$ cat config.mk
export PLATFORM = sky130hd
export DESIGN_NAME = conv_result_streamer
export DESIGN_NICKNAME = d
export VERILOG_FILES = /design/src/rtl/conv_result_streamer.sv
export SDC_FILE = /design/constraint.sdc
export NUM_CORES = 1
export LEC_CHECK = 0
export ABC_CLOCK_PERIOD_IN_PS = 15600
export CAP_MARGIN = 0
export CORE_UTILIZATION = 50
export DETAILED_ROUTE_END_ITERATION = 8
export HOLD_SLACK_MARGIN = 0.02
export PLACE_DENSITY = 0.81
export SLEW_MARGIN = 5
export SYNTH_ARGS = -nofsm -noshare
export SYNTH_HDL_FRONTEND = slang
export SYNTH_SLANG_ARGS = --single-unit
export TNS_END_PERCENT = 5
$ cat constraint.sdc
create_clock -name clock -period 15.6 [get_ports clock]
set_clock_uncertainty 0.2 [all_clocks]
set_input_delay 4.68 -clock clock [delete_from_list [all_inputs] [get_ports clock]]
set_output_delay 4.68 -clock clock [all_outputs]
set_load 0.02 [all_outputs]
$ cat src/rtl/conv_result_streamer.sv
// conv_result_streamer: on a capture strobe it snapshots N 32-bit convolution results.
// It then streams them out one per valid/ready beat as saturated unsigned OUT_W-bit pixels.
module conv_result_streamer #(
   parameter int N     = 9,
   parameter int OUT_W = 8,
   parameter int CNT_W = 16
) (
   input  logic              clock,
   input  logic              reset,
   input  logic [32*N-1:0]   result_bus,
   input  logic              capture,
   input  logic              out_ready,
   output logic              out_valid,
   output logic [OUT_W-1:0]  out_data,
   output logic [3:0]        out_index,
   output logic              out_last,
   output logic              busy,
   output logic              overrun,
   input  logic              clear_err,
   output logic [CNT_W-1:0]  window_count
);
   // Handshake: a beat transfers on the rising edge where out_valid && out_ready. out_valid and
   // the beat payload depend only on registered state, and they hold while out_ready is low.
   localparam logic [0:0]       IDLE     = 1'b0;
   localparam logic [0:0]       STREAM   = 1'b1;
   localparam logic [3:0]       LAST_IDX = 4'(N - 1);
   localparam logic [OUT_W-1:0] SAT_MAX  = '1;

   logic [0:0]  state;
   logic [3:0]  idx;
   logic [31:0] snap [N];
   logic        accept;
   logic        last_accept;
   logic        load;
   logic        drop;

   function automatic logic [OUT_W-1:0] sat(input logic [31:0] w);
      if (w[31])
         return '0;
      else if ((w >> OUT_W) != 32'd0)
         return SAT_MAX;
      else
         return w[OUT_W-1:0];
   endfunction

   assign accept      = (state == STREAM) && out_ready;
   assign last_accept = accept && (idx == LAST_IDX);
   // A capture is taken when idle, or when it lines up with the final handshake (no bubble).
   assign load        = capture && ((state == IDLE) || last_accept);
   assign drop        = capture && (state == STREAM) && !last_accept;

   assign out_valid = (state == STREAM);
   assign busy      = (state == STREAM);
   assign out_index = idx;
   assign out_last  = (state == STREAM) && (idx == LAST_IDX);
   assign out_data  = (state == STREAM) ? sat(snap[idx]) : '0;

   always_ff @(posedge clock or posedge reset) begin
      if (reset) begin
         state        <= IDLE;
         idx          <= '0;
         overrun      <= 1'b0;
         window_count <= '0;
         for (int k = 0; k < N; k++)
            snap[k] <= '0;
      end else begin
         if (load) begin
            state <= STREAM;
            idx   <= '0;
            for (int k = 0; k < N; k++)
               snap[k] <= result_bus[32*k +: 32];
         end else if (last_accept) begin
            state <= IDLE;
            idx   <= '0;
         end else if (accept) begin
            idx <= idx + 4'd1;
         end

         if (last_accept)
            window_count <= window_count + 1'b1;

         // A dropped capture outranks a simultaneous clear.
         if (drop)
            overrun <= 1'b1;
         else if (clear_err)
            overrun <= 1'b0;
      end
   end
endmodule

* Word level (Yosys, flattened, before mapping) *
Cells that the tools add are included.
W data, S select, Z words.

storage, ports and cells
  bits in writable memories = 0
  memories = 0
  output and inout port bits = 32
  bits in latches = 0
  logic and storage cells = 44
  ROM bits = 0
  register bits = 310

operators by class
  add/subtract/negate cells = 2
  multiply operators = 0
  magnitude comparators = 1
  shift-type cells = 0
  div/mod/pow operators = 0
  bitwise gates (word level) = 2
  reduce and logical (&&, ||, !) cells = 12
  eq/ne operators = 1
  mux-type cells = 13

operators by type and width
  kind                     count
  $bmux W32 S4             1
  $mux W32                 2
  $reduce_bool A32 Y1      1
  $mux W8                  3
  $add A16 B1 Y16 const B  1
  $mux W4                  3
  $logic_and A1 B1 Y1      6
  $ge A5 B5 Y1 const B     1
  $not A4 Y5               1
  $add A4 B1 Y4 const B    1
  $eq A4 B4 Y1 const B     1
  $mux W1                  4
  $reduce_bool A2 Y1       2
  $reduce_bool A3 Y1       1
  $logic_not A1 Y1         1
  $logic_or A1 B1 Y1       1
  $not A1 Y1               1

* Longest topological paths before layout *
Gate-level depths: netlist (run 1).

  depth in word-level cells = 8
  gate-level depth with buffers = 12
  mapped depth without buffers = 8

* Least setup slack after synthesis (run 1) *
OpenSTA, ideal clock, no wires.

  path type = register to output
  start point = register idx[0], in the netlist out_index[0]
  end point = output port out_data[0]
  path buffers = 1
  required time = 10720 ps
  path slack = 8602 ps
  arrival time = 2118 ps
  cell stages (with the launch flop) = 6
  cells stage by stage = dfrtp_1 > buf_6 > nor4b_1 > o21ai_0 > a21o_1 > a31oi_1

between the ends
  cells in the longest elaborated chain, start to end = 8

ends and longest elaborated chain
  element                                           RTL line  source
  from (decl)                                       30        logic [3:0] idx;
  from (signal assigned)                            76        idx <= idx + 4'd1;
  $not A4 Y5 (not written as such) (*)              56        assign out_data = (state == STREAM) ? sat(snap[idx]) : '0;
  $bmux W32 S4 (*)                                  56
  $mux W32 (not written as such) (*) (2 in series)  56
  $reduce_bool A32 Y1                               40        else if ((w >> OUT_W) != 32'd0)
  $mux W8                                           40
  $mux W8 (*)                                       38        if (w[31])
  $mux W8 (*)                                       56
  to (decl)                                         14        output logic [OUT_W-1:0] out_data,

Mark *: on every way between the ends. The rest lies on a longest branch, timed or not. The select of a mux whose other input is x is not followed.

* Worst setup path after layout (run 1) *
Same ends and word-level chain as after synthesis.

==> impl_metrics.toml, run 1 <==
[drt]
drtIter0Drc = 586
num_vias = 8557
drt_pass1_iterations = 4
route.final.wire_length_um = 31600
wire_per_inst_um = 20.3
drc_errors = 0
viasPerCell = 5.48
drtAntennaViolNets = 0

[timing]
slew_viol_final = 0
fmax_mhz = 113
tns_ns = 0
fin_crit_ns = 8.85
setup_viol = 0
fin_crit_sh_pct = 56.8
tightestPinTransition_ns = 1.18
rsz0062_at_grt = "false"
hold_ws_ns = 0.277
hold_viol = 0
max_slew_margin_pct = 21.5

[critical_path]
cp.required_ns = 10.72
cp_max_fo = 26
reg2regPathDepth = 8
crit_start = "out_index[0]"
worst_setup_path_end_kind = "output port"
timing.rr.start = "out_index[1]"
r2r_slack_ns = 10.83
worstSetupPathType = "register to output port"
crit_arrival_ns = 3.97
startpoint_type = "register"

[floorplanning]
die_x_um = 164
fp.dieH_um = 164
core_area_um2 = 25400
ios = 325
start_util_pct = 51.4
dieArea_um2 = 26800
num_rows = 58

[synth]
synth_fp_nets = 1175
async_flop_share_pct = 100
synthAdderAreaFrac_pct = 0.287
synthSimpleGateAreaFrac_pct = 5.50
netlist_area_um2 = 13100
ys_seq_area_share_pct = 59.4
synth_edf_count = 0
synthCells = 879
synth_mux_area_share_pct = 28.1
synth_seq_cells = 310
syn_area_per_cell_um2 = 14.9
synth_top_family_by_area = "multiplexers"
synth-xor-area-share_pct = 1.01
synth_warnings = 0
synth_flop_cell = "dfrtp_1"
synthDistinctLibCells = 42
synth-compound-area-share_pct = 3.27

[cells_and_area]
drive_above_1_share_pct = 30.3
layout.nets = 1494
nFillCells = 1801
areaGrowthSynthToFinish_pct = 35.2

[global_route]
antenna_found_initial = 9
grtUsageTotal_pct = 24.1
grt_pass1_vias = 9187
overflow = 0
grt_pass1_wl_um = 49200
grt_max_degree = 174

[clocking]
path_clk_slew_ns = 0.06
cts_buffers = 34
root_buffer = "clkbuf_16"
h-tree-depth = 2
cts_resized = 0
hold_buffers = 0
cts_tree = "built"
clock_latency_ns = 0.49
postCtsSetupBuffers = 0
clockBufferDepth = 3
clock-sinks = 310

[power_and_ir_drop]
power_leakage_nw = 7.54
ir_worst_vdd_mv = 0.138
power.density_nw_per_um2 = 182
finalPower_mw = 3.21

[placed_design]
port_buffers = 324
gp_congestion = 0.798
hpwlAfterDp_um = 22700

[run_status]
status = "finished, final reports clean"

[worst_hold_path]
worstHoldPathType = "register to register"
hold_start = "window_count[15]"
holdPathStages = 1

[run]
max_cap_viol_count = 0
[layout by cell type, fill, tap and decap left out, drive strengths merged, types with 4 or more instances in the layout]
cell           instances
a21o                   9
a21oi                  9
a22oi                  9
a31oi                  8
and3                   8
buf                    4
clkbuf                52
clkdlybuf4s50        324
clkinv                 5
dfrtp                310
diode                 10
inv                    6
mux2                 289
mux4                  18
nand2                 23
nand3                 13
nand4                  7
nor2                  12
nor3                  13
nor4                  33
nor4b                  7
o21ai                 17
xnor2                 11
xor2                   4
[final timing paths]
| check | endpoint |
|---|---|
| worst max-delay path | out_data[0] |
| worst min-delay path | window_count[15] |
| worst max register to register | snap[241] |
| worst min register to register | window_count[15] |
| max in group asynchronous | snap[15] |
| min in group asynchronous | snap[168] |
[flip-flops by register name (all words and copies together) (netlist names)]
register / count
window_count: 16
snap: 288
out_index: 4
busy: 1
overrun: 1
[metrics by stage]
step	area, um^2	instances	worst slack (ns)	utilization, %
floorplan	13100	879	2.15	-
global placement	16500	1492	7.30	64.9
detailed placement	16500	1492	7.23	64.9
CTS	17600	1551	6.69	69.4
global route	17600	1557	6.44	69.5
finish	17700	1561	6.75	69.5
[report_power, final]
part	total, mW	internal, mW	switching (mW)
Sequential	1.42	1.18	0.236
Combinational	0.986	0.597	0.388
Clock	0.804	0.497	0.307
[per-layer routing]
layer	part of all wire, %	GRT usage (%)
met5	0.041	0
met2	49	39.9
met4	3.1	9.60
met1	41	30.3
met3	7.1	6.07
[worst max-delay path: stages (launching register included)]
cell	delay, ns
dfrtp_2	0.73
buf_4	0.50
mux4_2	0.57
mux2i_1	0.25
o211ai_1	0.28
a21o_1	0.25
a31oi_1	0.22
clkdlybuf4s50_1	0.65
[cell type report]
| class | instances | area, um^2 | share of cell area (%) |
|---|---|---|---|
| Sequential cell | 310 | 7760 | 44.0 |
| Multi-Input combinational cell | 518 | 5000 | 28.3 |
| Timing Repair Buffer | 328 | 3290 | 18.6 |
| Clock buffer | 52 | 1050 | 5.96 |
| Tap cell | 330 | 413 | 2.34 |
| Clock inverter | 7 | 85.1 | 0.482 |
| Inverter | 6 | 30.0 | 0.170 |
| Antenna cell | 10 | 25.0 | 0.142 |
[cell families after synthesis]
kind of cell	after synthesis
AOI/OAI and AO/OA	64
buffers and inverters	51
adders and majority gates	3
muxes	308
DFF	310
xor gates and xnor gates	15
and+or+nand+nor	128
[Yosys cell counts (all sizes together) (2+ instances only)]
cell type / instances / area, um^2
nand2: 23 / 91.3
o21ai: 17 / 85.1
clkbuf: 4 / 15.0
nor2: 12 / 45.0
a21o: 9 / 67.6
ha: 3 / 37.5
a31oi: 8 / 50.1
and3: 8 / 50.1
o211ai: 3 / 22.5
or4: 2 / 15.0
nor4: 33 / 206
inv: 6 / 22.5
buf: 41 / 278
a22oi: 9 / 67.6
xnor2: 11 / 96.3
mux2: 289 / 3250
nand3: 13 / 65.1
dfrtp: 310 / 7760
nor4b: 7 / 61.3
nand4: 7 / 43.8
xor2: 4 / 35.0
a21oi: 9 / 45.0
mux4: 18 / 405
and4: 2 / 17.5
o31ai: 3 / 22.5
nor3: 13 / 65.1
nand2b: 2 / 12.5
and2: 2 / 12.5
Power figures use the tool's default switching activity.
==> run 2: changes to the inputs <==
Settings changed: ABC_CLOCK_PERIOD_IN_PS 15600 to 9300.
Clock period 15.6 ns to 9.3 ns, I/O delays scaled along.
==> run 2 against run 1 <==
Non-clock buffer count grew 1; sequential share of layout area grew 0.18 points; final cell count shrank 0.32%; largest power group unchanged; sequential cell count is the same; via count shrank 1.8%; power grew 66%; clock power grew 60%; first-iteration DRC count shrank 24%; critical path depth is the same; register-to-register slack lost 6.3 ns; critical path type unchanged.
==> impl_metrics.toml, run 2 (same netlist as run 1, synthesis figures left out) <==
[power_and_ir_drop]
power_leakage_nw = 7.51
internal-power_mw = 3.75
power_frac_clock_pct = 24.2
p_seq_share_pct = 44.7
finalPower_mw = 5.31
comb_power_share_pct = 31.1
p_sw_share_pct = 29.4
power.density_nw_per_um2 = 302
ir_worst_vdd_mv = 0.293
power.switching_mw = 1.56

[cells_and_area]
largest_register_ffs = 288
drive_above_1_share_pct = 30.1
layout_common_cells = "clkdlybuf4s50_1, dfrtp_1, mux2_2, clkbuf_16, nor4_1"
fin_cells = 1556
areaGrowthSynthToFinish_pct = 34.7
layout.nets = 1496
layout_commonest_cell = "clkdlybuf4s50_1"
top_register = "snap"

[floorplanning]
core_area_um2 = 25400
dieArea_um2 = 26800
start_util_pct = 51.4
num_rows = 58
die_x_um = 164
ios = 325
fp.dieH_um = 164

[run_status]
status = "finished, final reports clean"

[drt]
drtIter0Drc = 443
route.final.wire_length_um = 31600
num_vias = 8402
viasPerCell = 5.40
drt_pass1_iterations = 4
drtAntennaViolNets = 0
wire_per_inst_um = 20.3
drc_errors = 0

[timing]
fin_crit_ns = 7.13
rsz0062_at_grt = "false"
tns_ns = 0
hold_ws_ns = 0.280
tightestPinTransition_ns = 1.15
layout_setup_ws_ns = 2.17
hold_viol = 0
setup_viol = 0
fmax_mhz = 140
slew_viol_final = 0
fin_crit_sh_pct = 76.7
max_slew_margin_pct = 22.4

[global_route]
grtUsageTotal_pct = 24.0
antenna_found_initial = 3
grt_max_degree = 183
grt_pass1_vias = 8974
grt_pass1_wl_um = 48900
overflow = 0

[critical_path]
cp_max_fo = 26
timing.rr.start = "out_index[0]"
crit_arrival_ns = 4.14
worst_setup_path_end_kind = "output port"
worstSetupPathType = "register to output port"
crit_start = "out_index[0]"
cp.required_ns = 6.31
startpoint_type = "register"

[clocking]
hold_buffers = 0
h-tree-depth = 2
postCtsSetupBuffers = 0
cts_tree = "built"
cts_buffers = 35
path_clk_slew_ns = 0.06
clock_latency_ns = 0.50
cts_resized = 0
root_buffer = "clkbuf_16"
clock-sinks = 310
clockBufferDepth = 3

[worst_hold_path]
worstHoldPathType = "register to register"
hold_start = "window_count[15]"

[placed_design]
gp_congestion = 0.862
hpwlAfterDp_um = 22600
dp_slack_ns = 2.69
dp.cells = 1493
port_buffers = 324

[run]
max_cap_viol_count = 0
==> run 2: cell types whose count changed in the layout (fill, tap and decap cells not counted), sizes merged <==
cell / delta
buf: +1
bufinv: -2
clkinv: +2
clkinvlp: +1
diode: -6
inv: -1
==> run 2: worst paths after layout <==
check | endpoint | slack [ns] | depth (start not counted)
min | window_count[15] | 0.28 | 1
min in group asynchronous | snap[271] | 2.64 | 2
max in group asynchronous | snap[57] | 4.57 | 4
max reg2reg | snap[172] | 4.55 | 9
min reg2reg | window_count[15] | 0.28 | 1
max | out_data[0] | 2.17 | 7
==> run 2: layout make-up <==
class                      count  area, um^2
tap                          330         413
multi-input combinational    518        5000
clock buffer                  52        1030
timing repair buffer         329        3310
fill                        1832        7820
inverter                       6        26.3
clock inverter                 7        38.8
antenna                        4        10.0
sequential                   310        7760
==> run 2: metal layers <==
layer  global-route usage, %  up-vias  part of all wire (%)
met3                    7.49       53                   8.1
li1                        -     3899                     -
met2                    38.3      267                    48
met4                    8.50        0                   2.7
met1                    30.8     4183                    41
met5                       0        -                     0
==> run 2: stage by stage <==
stage                     utilization [%]  instance area (um^2)
after CTS                            69.2                 17600
final                                69.2                 17600
after global placement               65.0                 16500
after global routing                 69.2                 17600
after floorplan                         -                 13100
after detailed placement             65.0                 16500
==> run 2: power groups by stage <==
stage | clock network [mW] | registers (mW) | logic (mW)
finish | 1.29 | 2.37 | 1.65
global route | 1.37 | 2.45 | 1.80
CTS | 1.31 | 2.37 | 1.67
detailed placement | 0 | 2.39 | 1.66
global placement | 0 | 2.36 | 1.61
floorplan | 0 | 2.25 | 1.22
==> run 2: critical path, stage by stage, from the launching register on <==
cell and delay [ns]:
dfrtp_2 0.77, buf_4 0.49, mux4_2 0.61, mux2i_1 0.29
o211ai_1 0.29, a21o_1 0.26, a31oi_1 0.25, clkdlybuf4s50_1 0.67
==> run 3: changes to the inputs <==
Settings changed: ABC_CLOCK_PERIOD_IN_PS 9300 to 5960, CORE_UTILIZATION 50 to 45, PLACE_DENSITY 0.81 to 0.77.
Clock period 9.3 ns to 5.96 ns, I/O delays scaled along.
==> run 3 against run 2 <==
First-iteration DRC count fell by 0.45%; die area grew 11%; power is 59% higher; via count increased by 1.6%; count of clock-buffer cells in the layout is 5 higher; core utilization fell by 5.9 points; sequential cell count unchanged; critical path depth is 1 higher; setup slack worse by 1.8 ns; critical path type unchanged.
==> impl_metrics.toml, run 3 (same netlist as run 1, synthesis figures left out) <==
[run_status]
status = "finished, final reports clean"

[critical_path]
worst_setup_path_end_kind = "output port"
worstSetupPathType = "register to output port"
cp.required_ns = 3.97
path_buf_inv = 2
cp_max_fo = 23
max_stage_delay_ns = 0.68
path_depth = 8
reg2regPathDepth = 8
crit_chain = "buf_4 -> nor4b_1 -> nand4_1 -> a21oi_1 -> a21oi_1 -> o22ai_4 -> a31oi_1 -> clkdlybuf4s50_1"
cpMaxStageDelayCell = "dfrtp_2"
crit_arrival_ns = 3.60
startpoint_type = "register"
timing.rr.start = "out_index[1]"
crit_family = "buffers and inverters"
cp_common_cell = "a21oi_1"
crit_start = "out_index[0]"

[timing]
tightestPinTransition_ns = 0.865
tns_ns = 0
hold_ws_ns = 0.272
setup_viol = 0
layout_setup_ws_ns = 0.368
hold_viol = 0
max_slew_margin_pct = 42.3
fmax_mhz = 179
fin_crit_sh_pct = 93.8
slew_viol_final = 0
rsz0062_at_grt = "false"
fin_crit_ns = 5.59

[clocking]
cts_tree = "built"
cts_resized = 0
path_clk_slew_ns = 0.06
clock_latency_ns = 0.51
h-tree-depth = 2
root_buffer = "clkbuf_16"
cts_buffers = 36
postCtsSetupBuffers = 0
hold_buffers = 0
clock-sinks = 310
clockBufferDepth = 3

[floorplanning]
die_x_um = 172
ios = 325
num_rows = 61
fp.dieH_um = 172
dieArea_um2 = 29700
start_util_pct = 46.4
core_area_um2 = 28200

[cells_and_area]
fin_area_um2 = 17800
layout_commonest_cell = "clkdlybuf4s50_1"
layout.nets = 1507
drive_above_1_share_pct = 30.5
largest_register_ffs = 288
layout_common_cells = "clkdlybuf4s50_1, dfrtp_1, mux2_2, clkbuf_16, nor4_1"
areaGrowthSynthToFinish_pct = 36.6
top_register = "snap"

[worst_hold_path]
hold_start = "window_count[15]"
worstHoldPathType = "register to register"
holdPathStages = 1

[drt]
wire_per_inst_um = 20.4
num_vias = 8534
drt_pass1_iterations = 4
drc_errors = 0
route.final.wire_length_um = 33100
drtIter0Drc = 441
viasPerCell = 5.26
drtAntennaViolNets = 0

[power_and_ir_drop]
comb_power_share_pct = 31.3
internal-power_mw = 5.94
p_sw_share_pct = 29.5
finalPower_mw = 8.43
power.switching_mw = 2.49
power_leakage_nw = 7.59
power.density_nw_per_um2 = 473
power_frac_clock_pct = 24.8
p_seq_share_pct = 43.9
ir_worst_vdd_mv = 0.249

[global_route]
grt_max_degree = 150
overflow = 0
grt_pass1_vias = 9062
grtUsageTotal_pct = 22.4
grt_pass1_wl_um = 50200
antenna_found_initial = 11

[placed_design]
hpwlAfterDp_um = 24200
placedInstanceArea_um2 = 16700
dp_slack_ns = 0.831
gp_congestion = 0.773
port_buffers = 324

[run]
max_cap_viol_count = 0
-- run 3: worst paths after layout --
path                                          to  slack, ns
worst min register to register  window_count[15]       0.27
worst max-delay path                 out_data[6]       0.37
min in group asynchronous       window_count[11]       1.36
worst max register to register         snap[279]       2.29
max in group asynchronous               snap[65]       3.14
worst min-delay path            window_count[15]       0.27
-- run 3: per-layer routing --
metal | up-vias | wire length, um | global-route usage, %
li1 | 3912 | - | -
met1 | 4315 | 13800 | 28.4
met2 | 253 | 16000 | 36.2
met3 | 54 | 2470 | 6.64
met4 | 0 | 878 | 8.50
met5 | - | 0 | 0
-- run 3: final cells by class --
class | instances | area, um^2
clock inverters | 4 | 56.3
flip-flops and latches | 310 | 7760
multi-input cells | 518 | 5000
well taps | 378 | 473
inverters | 6 | 26.3
diodes | 11 | 27.5
repair buffers | 339 | 3430
clock buffers | 57 | 1060
fillers | 2125 | 10300
-- run 3: power by group through the flow --
stage               Combinational, mW  Sequential, mW  Clock [mW]
floorplan                        1.90            3.50           0
global placement                 2.58            3.69           0
detailed placement               2.66            3.73           0
CTS                              2.67            3.70        2.14
global route                     2.86            3.82        2.23
finish                           2.64            3.70        2.09
-- run 3: metrics by stage --
step,utilization [%],cells
CTS,63.2,1612
global placement,59.3,1551
floorplan,-,879
detailed placement,59.3,1551
global route,63.3,1620
finish,63.3,1623
-- run 3: worst register-to-register path: stages (launching register included) --
cell	delay (ns)
dfrtp_2	0.73
inv_1	0.27
ha_1	0.25
and4b_1	0.30
nand2_2	0.17
nand2_1	0.16
nand2_8	0.63
buf_4	0.47
mux2_2	0.37
